<file path="src/rtl/cordic_wrapper_pkg.sv">
// Shared types and constants for the folded CORDIC engine: function select,
// FSM states, binary-angle atan table, quadrant angles and gain-compensation shifts.
package cordic_wrapper_pkg;

  typedef enum logic {
    ROTATE = 1'b0,
    VECTOR = 1'b1
  } cordic_func;

  typedef enum logic [1:0] {
    S_IDLE = 2'd0,
    S_ITER = 2'd1,
    S_GAIN = 2'd2,
    S_DONE = 2'd3
  } cordic_state;

  localparam int ITER_IDX_W = 5;

  // atan(2^-i) in 32-bit binary angle units, 2^31 == pi
  localparam logic [31:0] ATAN_TAB [32] = '{
    32'h2000_0000, 32'h12E4_051E, 32'h09FB_385B, 32'h0511_11D4,
    32'h028B_0D43, 32'h0145_D7E1, 32'h00A2_F61E, 32'h0051_7C55,
    32'h0028_BE53, 32'h0014_5F2F, 32'h000A_2F98, 32'h0005_17CC,
    32'h0002_8BE6, 32'h0001_45F3, 32'h0000_A2FA, 32'h0000_517D,
    32'h0000_28BE, 32'h0000_145F, 32'h0000_0A30, 32'h0000_0518,
    32'h0000_028C, 32'h0000_0146, 32'h0000_00A3, 32'h0000_0051,
    32'h0000_0029, 32'h0000_0014, 32'h0000_000A, 32'h0000_0005,
    32'h0000_0003, 32'h0000_0001, 32'h0000_0001, 32'h0000_0000
  };

  localparam logic [31:0] ANGLE_PI_HALF     = 32'h4000_0000;
  localparam logic [31:0] ANGLE_NEG_PI_HALF = 32'hC000_0000;

  // 1/K ~= 2^-1 + 2^-3 - 2^-6 - 2^-9
  localparam int GAIN_SH_ADD0 = 1;
  localparam int GAIN_SH_ADD1 = 3;
  localparam int GAIN_SH_SUB0 = 6;
  localparam int GAIN_SH_SUB1 = 9;

endpackage

</file>
<file path="src/rtl/cordic_microrot.sv">
// One combinational CORDIC micro-rotation; the engine folds it over time.
module cordic_microrot
  import cordic_wrapper_pkg::*;
#(
  parameter int DATA_W = 16
) (
  input  logic signed [DATA_W+1:0] i_x,
  input  logic signed [DATA_W+1:0] i_y,
  input  logic signed [DATA_W-1:0] i_z,
  input  logic [ITER_IDX_W-1:0]    i_idx,
  input  cordic_func               i_func,
  output logic signed [DATA_W+1:0] o_x,
  output logic signed [DATA_W+1:0] o_y,
  output logic signed [DATA_W-1:0] o_z
);

  logic signed [DATA_W+1:0] x_sh;
  logic signed [DATA_W+1:0] y_sh;
  logic signed [DATA_W-1:0] atan_i;
  logic                     d_pos;

  always_comb begin
    x_sh   = i_x >>> i_idx;
    y_sh   = i_y >>> i_idx;
    atan_i = DATA_W'(ATAN_TAB[i_idx] >> (32 - DATA_W));
    // rotate drives z to zero, vector drives y to zero
    d_pos  = (i_func == ROTATE) ? ~i_z[DATA_W-1] : i_y[DATA_W+1];
    if (d_pos) begin
      o_x = i_x - y_sh;
      o_y = i_y + x_sh;
      o_z = i_z - atan_i;
    end else begin
      o_x = i_x + y_sh;
      o_y = i_y - x_sh;
      o_z = i_z + atan_i;
    end
  end

endmodule

</file>
<file path="src/rtl/cordic_iter_engine.sv">
// Folded CORDIC engine, rotation/vectoring over +-pi with valid/ready on both sides.
// Define CORDIC_GAIN_COMP_EN to add the GAIN state that removes the CORDIC gain K.
module cordic_iter_engine
  import cordic_wrapper_pkg::*;
#(
  parameter int DATA_W             = 16,
  parameter int NUM_MICRO_ROTATION = 12
) (
  input  logic                     i_clk,
  input  logic                     i_rst,
  input  logic                     i_valid,
  output logic                     o_ready,
  input  cordic_func               i_func,
  input  logic signed [DATA_W-1:0] i_x,
  input  logic signed [DATA_W-1:0] i_y,
  input  logic signed [DATA_W-1:0] i_z,
  output logic                     o_valid,
  input  logic                     i_ready,
  output logic signed [DATA_W-1:0] o_x,
  output logic signed [DATA_W-1:0] o_y,
  output logic signed [DATA_W-1:0] o_z
);

  localparam int XW = DATA_W + 2;
  localparam logic signed [DATA_W-1:0] Z_PI_HALF     = DATA_W'(ANGLE_PI_HALF >> (32 - DATA_W));
  localparam logic signed [DATA_W-1:0] Z_NEG_PI_HALF = DATA_W'(ANGLE_NEG_PI_HALF >> (32 - DATA_W));
  localparam logic [ITER_IDX_W-1:0]    LAST_IDX      = ITER_IDX_W'(NUM_MICRO_ROTATION);

  function automatic logic signed [DATA_W-1:0] sat(input logic signed [XW-1:0] v);
    if ((&v[XW-1:DATA_W-1]) || (~|v[XW-1:DATA_W-1])) return v[DATA_W-1:0];
    else if (v[XW-1]) return {1'b1, {(DATA_W-1){1'b0}}};
    else return {1'b0, {(DATA_W-1){1'b1}}};
  endfunction

`ifdef CORDIC_GAIN_COMP_EN
  function automatic logic signed [XW-1:0] gain_comp(input logic signed [XW-1:0] v);
    return (v >>> GAIN_SH_ADD0) + (v >>> GAIN_SH_ADD1) - (v >>> GAIN_SH_SUB0) - (v >>> GAIN_SH_SUB1);
  endfunction
`endif

  cordic_state              state_q, state_d;
  logic [ITER_IDX_W-1:0]    cnt_q, cnt_d;
  cordic_func               func_q, func_d;
  logic signed [XW-1:0]     x_q, x_d, y_q, y_d;
  logic signed [DATA_W-1:0] z_q, z_d;
  logic signed [DATA_W-1:0] o_x_q, o_x_d, o_y_q, o_y_d, o_z_q, o_z_d;
  logic                     o_valid_q, o_valid_d, o_ready_q, o_ready_d;

  logic signed [XW-1:0]     x_ext, y_ext, mr_x, mr_y;
  logic signed [DATA_W-1:0] mr_z;

  assign x_ext = {{2{i_x[DATA_W-1]}}, i_x};
  assign y_ext = {{2{i_y[DATA_W-1]}}, i_y};

  cordic_microrot #(.DATA_W(DATA_W)) u_microrot (
    .i_x    (x_q),
    .i_y    (y_q),
    .i_z    (z_q),
    .i_idx  (cnt_q),
    .i_func (func_q),
    .o_x    (mr_x),
    .o_y    (mr_y),
    .o_z    (mr_z)
  );

  always_comb begin
    state_d   = state_q;
    cnt_d     = cnt_q;
    func_d    = func_q;
    x_d       = x_q;
    y_d       = y_q;
    z_d       = z_q;
    o_x_d     = o_x_q;
    o_y_d     = o_y_q;
    o_z_d     = o_z_q;
    o_valid_d = o_valid_q;
    o_ready_d = o_ready_q;
    case (state_q)
      S_IDLE: begin
        if (i_valid) begin
          func_d    = i_func;
          cnt_d     = '0;
          x_d       = x_ext;
          y_d       = y_ext;
          z_d       = i_z;
          // quadrant pre-rotation keeps the iterations inside their +-99.9 deg reach
          if (i_func == ROTATE) begin
            if (i_z > Z_PI_HALF) begin
              x_d = -y_ext;
              y_d = x_ext;
              z_d = i_z - Z_PI_HALF;
            end else if (i_z < Z_NEG_PI_HALF) begin
              x_d = y_ext;
              y_d = -x_ext;
              z_d = i_z + Z_PI_HALF;
            end
          end else if (i_x[DATA_W-1]) begin
            if (!i_y[DATA_W-1]) begin
              x_d = y_ext;
              y_d = -x_ext;
              z_d = i_z + Z_PI_HALF;
            end else begin
              x_d = -y_ext;
              y_d = x_ext;
              z_d = i_z - Z_PI_HALF;
            end
          end
          o_ready_d = 1'b0;
          state_d   = S_ITER;
        end
      end
      S_ITER: begin
        // cnt 0..N-1 rotate; the extra cnt==N cycle hands the vector to the output stage
        if (cnt_q == LAST_IDX) begin
`ifdef CORDIC_GAIN_COMP_EN
          state_d   = S_GAIN;
`else
          o_x_d     = sat(x_q);
          o_y_d     = sat(y_q);
          o_z_d     = z_q;
          o_valid_d = 1'b1;
          state_d   = S_DONE;
`endif
        end else begin
          x_d   = mr_x;
          y_d   = mr_y;
          z_d   = mr_z;
          cnt_d = cnt_q + 1'b1;
        end
      end
`ifdef CORDIC_GAIN_COMP_EN
      S_GAIN: begin
        o_x_d     = sat(gain_comp(x_q));
        o_y_d     = sat(gain_comp(y_q));
        o_z_d     = z_q;
        o_valid_d = 1'b1;
        state_d   = S_DONE;
      end
`endif
      S_DONE: begin
        if (i_ready) begin
          o_valid_d = 1'b0;
          o_ready_d = 1'b1;
          state_d   = S_IDLE;
        end
      end
      default: begin
        o_valid_d = 1'b0;
        o_ready_d = 1'b1;
        state_d   = S_IDLE;
      end
    endcase
  end

  always_ff @(posedge i_clk or negedge i_rst) begin
    if (!i_rst) begin
      state_q   <= S_IDLE;
      cnt_q     <= '0;
      o_x_q     <= '0;
      o_y_q     <= '0;
      o_z_q     <= '0;
      o_valid_q <= 1'b0;
      o_ready_q <= 1'b1;
    end else begin
      state_q   <= state_d;
      cnt_q     <= cnt_d;
      o_x_q     <= o_x_d;
      o_y_q     <= o_y_d;
      o_z_q     <= o_z_d;
      o_valid_q <= o_valid_d;
      o_ready_q <= o_ready_d;
    end
  end

  // working datapath needs no reset: it is always loaded on accept
  always_ff @(posedge i_clk) begin
    func_q <= func_d;
    x_q    <= x_d;
    y_q    <= y_d;
    z_q    <= z_d;
  end

  assign o_ready = o_ready_q;
  assign o_valid = o_valid_q;
  assign o_x     = o_x_q;
  assign o_y     = o_y_q;
  assign o_z     = o_z_q;

endmodule

</file>
<file path="config.mk">
export PLATFORM = sky130hd
export DESIGN_NAME = cordic_iter_engine
export DESIGN_NICKNAME = d
export VERILOG_FILES = /design/src/rtl/cordic_wrapper_pkg.sv /design/src/rtl/cordic_microrot.sv /design/src/rtl/cordic_iter_engine.sv
export SDC_FILE = /design/constraint.sdc
export NUM_CORES = 1
export LEC_CHECK = 0
export BUFFER_PORTS_ARGS = -buffer_cell sky130_fd_sc_hd__buf_2
export CELL_PAD_IN_SITES_DETAIL_PLACEMENT = 1
export CELL_PAD_IN_SITES_GLOBAL_PLACEMENT = 1
export CORE_MARGIN = 2
export CORE_UTILIZATION = 47
export DETAILED_ROUTE_END_ITERATION = 8
export MAX_ROUTING_LAYER = met4
export PLACE_DENSITY_LB_ADDON = 0.2
export SETUP_SLACK_MARGIN = 0.1
export SYNTH_ARGS = -nofsm -noshare
export SYNTH_HDL_FRONTEND = slang
export SYNTH_HIERARCHICAL = 1
export SYNTH_SLANG_ARGS = --single-unit
</file>
<file path="constraint.sdc">
create_clock -name i_clk -period 6.4 [get_ports i_clk]
set_input_delay 0.64 -clock i_clk [delete_from_list [all_inputs] [get_ports i_clk]]
set_output_delay 0.64 -clock i_clk [all_outputs]
set_load 0.05 [all_outputs]
</file>
==> summary.txt, run 1 <==
Yosys
  – Synthesized area per cell: a little under 8 um2
  – Post-synth top area cell: edfxtp_1
  – Post-synth top flop: dfrtp_1
  – Asr flop ratio synth: 0.518
  – Syn Inst Count: 1637
  – Cell area after synthesis: roughly 13000 um2
  – Cell variety after synth: 100
  – Yosys warns: 6
  – Syn_nets: around 1800
  – Synth Register Bits: 110
  – EDFF count, synth: 53
  – Sequential fraction of the synthesis area: 0.236
  – Yosys top cell area share: 0.125
  – Synth top area cells: edfxtp_1 (12%), dfrtp_1 (11%), nand2_1 (7.6%), ha_1 (6.6%), nor2_1 (5.7%)
  – Most common library cells after synthesis: nand2_1 (258), nor2_1 (195), o21ai_0 (130)
  – Count leader, synth: nand2_1

Timing
  – Final Hold Fails: 0
  – Setup-failing EPs final: 0
  – Tcrit/Tclk final: 0.883
  – Min cycle time layout: 5650 ps
  – Rel. slew slack: 0.231
  – Slew Limit Fails: 0
  – Unrepaired setup endpoints after global routing: no
  – Setup_tns: 0 ps
  – Max Fclk: between 150 and 200 MHz
  – Worst clock skew: around 12 ps
  – Least-Margin Pin Slew: 1150 ps

CTS
  – Post-CTS Setup Bufs: 0
  – Hold-fix buffers at CTS: 0
  – CTS Sinks: 110
  – Clk slew on worst S/H paths: ~80 ps
  – TritonCTS Buffers: 9
  – H-tree levels: 3
  – CTS max path bufs: 2
  – CTS tree: done
  – PostCTS Resize Cnt: 0
  – Root Driver: clkbuf_16
  – Worst-Skew Late Latency: approximately 370 ps

Die
  – Die X: 169 um
  – Core area: around 27000 um2
  – Starting density of the core: 0.477
  – # IOs: roughly 100
  – Die area: approximately 29000 um2
  – Num rows: 60
  – Die Y: 169 um

Setup path
  – CP endpoint kind: flip-flop
  – Worst EP arrival: 5760 ps
  – WS Path Type: flip-flop to flip-flop
  – Critical path required time: 6510 ps
  – Setup crit start kind: flip-flop
  – Worst reg-to-reg path cell count: 21
  – Max FO, Critical Path: 32

Global route
  – Antenna violations before repair: 0
  – Total grt overflow: 0
  – Total GRT Usage: 0.339
  – First-pass GRT wire length: roughly 73000 um
  – Largest net degree at the start of global routing: 58
  – Vias in the first global route: about 13000

Placed design
  – Cell total after placement: 1989
  – Detailed placer's ending HPWL: 34700 um
  – Placer congestion estimate: ~0.98
  – Port bufs: approximately 100

Final layout
  – Diode count: 0
  – Ratio of cells with drive above 1 in the final layout: 0.132
  – Fill count: ~3400
  – Fin cells: between 2000 and 2500
  – Util after Layout: 0.510
  – Final #Nets: between 1500 and 2000
  – Area Overhead vs Synth: 7.06%

Min path
  – Hold Path Class: input pin to async pin

Route
  – DRC violations left: 0
  – WL/cell: ~23 um
  – DRC marker count from the first detailed-route iteration: approximately 1100
  – Post-DRT Antenna Nets: 0
  – Via-per-instance ratio: roughly 6.5
  – Number of detailed-route iterations in the first pass: 8
  – Final WL: 47000 um
  – Vias post-DR: roughly 13000

Flow run
  – Max-cap viol count: 0

Outcome
  – Status: completed
[worst paths after layout]
| check | start | endpoint | slack (ps) |
|---|---|---|---|
| max | cnt_q[0] | y_q[13] | 750 |
| min reg2reg | o_z[10] | o_z[10] | 470 |
| max reg2reg | cnt_q[0] | y_q[13] | 750 |
| min | i_rst | o_z[10] | 420 |
| min in group i_clk | o_z[10] | o_z[10] | 470 |
| max in group asynchronous | i_rst | cnt_q[2] | 5440 |
[layout by cell type, fill, tap and decap left out, drive strengths merged, types with 22 or more instances in the layout]
master  synthesis  final
edfxtp         53     53
o21ai         138    138
mux2i          30     30
nand2b         22     22
buf            40    132
inv            51     56
ha             67     67
xnor2          66     66
mux4           34     34
a31oi          43     43
xor2           43     43
nor2          196    196
dfrtp          56     56
a21oi         114    114
nor3           30     30
nand2         258    258
[area by class of cell]
class,instances,area (um2),area share
clock inverters,7,53.8,0.00393
inverters,52,195,0.0143
well taps,341,427,0.0312
flip-flops and latches,110,3020,0.221
multi-input cells,1354,9010,0.659
clock buffers,9,225,0.0165
repair buffers,132,748,0.0547
[metal layers]
| layer | wire length [um] | part of all wire | GRT usage | vias to the layer above |
|---|---|---|---|---|
| li1 | - | - | - | 5983 |
| met1 | 20600 | 0.44 | 0.442 | 6373 |
| met2 | 21200 | 0.45 | 0.529 | 544 |
| met3 | 3200 | 0.068 | 0.0519 | 117 |
| met4 | 2000 | 0.043 | 0.138 | 0 |
| met5 | 0 | 0 | - | - |
[state kept, by name, indices dropped and copies added, names as in the netlist, 2 cells and up]
signal   count
o_y         16
o_z         16
state_q      2
z_q         16
cnt_q        5
y_q         18
o_x         16
x_q         18
[stage by stage]
step	setup WS [ps]	area [um2]	hold slack (ps)
floorplan	1670	12800	344
global placement	993	13400	452
detailed placement	841	13400	457
CTS	811	13700	457
global route	262	13700	485
finish	747	13700	421
[logic make-up after synthesis]
kind of cell | count (synthesis) | share of synthesized area
adders and majority gates | 70 | 0.0703
buffers and inverters | 173 | 0.0620
xor gates and xnor gates | 109 | 0.0747
AOI/OAI and AO/OA | 481 | 0.242
and+or+nand+nor | 619 | 0.216
muxes | 75 | 0.0988
DFF | 110 | 0.236
[critical path: stages (launching register included)]
cell      delay, ps
dfrtp_2         880
mux4_1          660
mux2_2          310
a211oi_1        270
a21o_1          160
ha_1            180
o211ai_1        160
o31ai_1         330
xor2_1          140
ha_1            370
nand2_1          60
o21ai_0         240
nor3_1           80
nor3_1          340
a21boi_0        210
a21oi_1         250
a21oi_1         120
xnor2_1         140
a22oi_1         160
o21ai_0         110
a21oi_1         110
o21ai_0         100
Power of run 1 is not shown: default switching activity piles up to over one toggle a cycle in this logic, so the estimate is an artifact.
==> run 2: changes to the inputs <==
- REMOVE_ABC_BUFFERS: default -> 1
==> summary.txt, run 2 (same netlist as run 1, synthesis figures left out) <==
Route
  – Post-DRT Antenna Nets: 0
  – WL/cell: 23.1 um
  – Vias post-DR: between 10000 and 15000
  – DRC violations left: 0
  – Number of detailed-route iterations in the first pass: 5
  – DRC marker count from the first detailed-route iteration: 896
  – Final WL: around 46000 um
  – Via-per-instance ratio: 6.41

Die
  – Num rows: 60
  – Die Y: ~170 um
  – Core area: approximately 27000 um2
  – Die X: about 170 um
  – Starting density of the core: 0.477
  – # IOs: approximately 100
  – Die area: ~29000 um2

Timing
  – Setup-failing EPs final: 0
  – Min cycle time layout: ~5700 ps
  – Fin Hold WS: ~420 ps
  – Worst clock skew: 16.3 ps
  – Max Fclk: 174 MHz
  – Final worst slack: about 660 ps
  – Rel. slew slack: 0.237
  – Unrepaired setup endpoints after global routing: no
  – Slew Limit Fails: 0
  – Least-Margin Pin Slew: 1140 ps
  – Tcrit/Tclk final: 0.897
  – Final Hold Fails: 0
  – Setup_tns: 0 ps

Setup path
  – CP top delay family: simple AND/OR/NAND/NOR gates
  – Setup crit start kind: flip-flop
  – Worst EP arrival: 5860 ps
  – Critical Path, Cell by Cell: mux4_1, a32o_1, a221oi_2, nand3_1, or2_1, or2_2, nand2_1, xnor2_1, ha_1, and4_1, a221o_1, nor4_1, o311ai_0, o31a_1, xor2_1, nor2_1, nor2_1
  – WS Path Type: flip-flop to flip-flop
  – Crit-path max cell delay: between 800 and 900 ps
  – CP endpoint kind: flip-flop
  – Critical path required time: roughly 6500 ps
  – CP dominant cell by count: nor2_1
  – WP buf/inv: 0
  – Max FO, Critical Path: 37
  – Worst path slowest cell: edfxtp_1

CTS
  – CTS max path bufs: 2
  – CTS Sinks: between 100 and 150
  – CTS tree: done
  – Root Driver: clkbuf_16
  – H-tree levels: 3
  – Hold-fix buffers at CTS: 0
  – Clk slew on worst S/H paths: ~90 ps
  – TritonCTS Buffers: 9
  – Worst-Skew Late Latency: about 380 ps

Placed design
  – Detailed placer's ending HPWL: 34100 um
  – Placer congestion estimate: 0.967
  – Port bufs: between 100 and 150
  – Placed cell area: ~13000 um2
  – Dpl ws: ~650 ps

Min path
  – Hold Path Class: input pin to async pin

Global route
  – Largest net degree at the start of global routing: 58
  – Total GRT Usage: 0.336
  – First-pass GRT wire length: between 70000 and 80000 um
  – Vias in the first global route: ~13000
  – Total grt overflow: 0
  – Antenna violations before repair: 0

Final layout
  – Biggest regs: x_q: 18 flops, y_q: 18 flops
  – Commonest non-fill, non-tap cell in the layout: nand2_1
  – Area Overhead vs Synth: 7.12%
  – Fill count: between 3000 and 4000
  – Most frequent cells in the layout: nand2_1 (258), nor2_1 (194), o21ai_0 (130)
  – Final #Nets: approximately 1800
  – Post-route cell area: 13700 um2
  – Ratio of cells with drive above 1 in the final layout: 0.131
  – Diode count: 0

Outcome
  – Status: completed

Flow run
  – Max-cap viol count: 0
==> run 2: cell type report <==
cell class	count	area, um2	area share
repair buffers	133	743	0.0543
inverters	52	195	0.0143
clock buffers	10	229	0.0167
well taps	341	427	0.0312
flip-flops and latches	110	3020	0.221
clock inverters	6	62.6	0.00457
multi-input cells	1354	9010	0.658
==> run 2: final timing paths <==
check	startpoint	endpoint	slack, ps	cells after the start
max	y_q[15]	x_q[17]	660	17
min reg2reg	o_z[0]	o_z[0]	480	2
max in group asynchronous	i_rst	cnt_q[0]	5400	2
min	i_rst	state_q[0]	420	2
max reg2reg	y_q[15]	x_q[17]	660	17
min in group i_clk	i_ready	state_q[0]	480	2
==> run 2: routing by layer <==
metal / track usage / part of all wire / vias to the layer above
li1: - / - / 5994
met3: 0.0346 / 0.051 / 117
met1: 0.435 / 0.44 / 6282
met5: - / 0 / -
met4: 0.157 / 0.046 / 0
met2: 0.533 / 0.46 / 472
==> run 2: timing repair <==
action                     4_1_cts  5_1_grt
setup endpoints to repair        0        1
gates resized for setup          0        1
setup buffers                    0        0
==> run 2: through the flow <==
step / std cells / utilization
3_5_place_dp: 1990 / 0.500
6_report: 2006 / 0.511
4_1_cts: 2006 / 0.510
2_1_floorplan: 1516 / -
3_3_place_gp: 1990 / 0.500
5_1_grt: 2006 / 0.511
Power of run 2 is left out for the same reason.
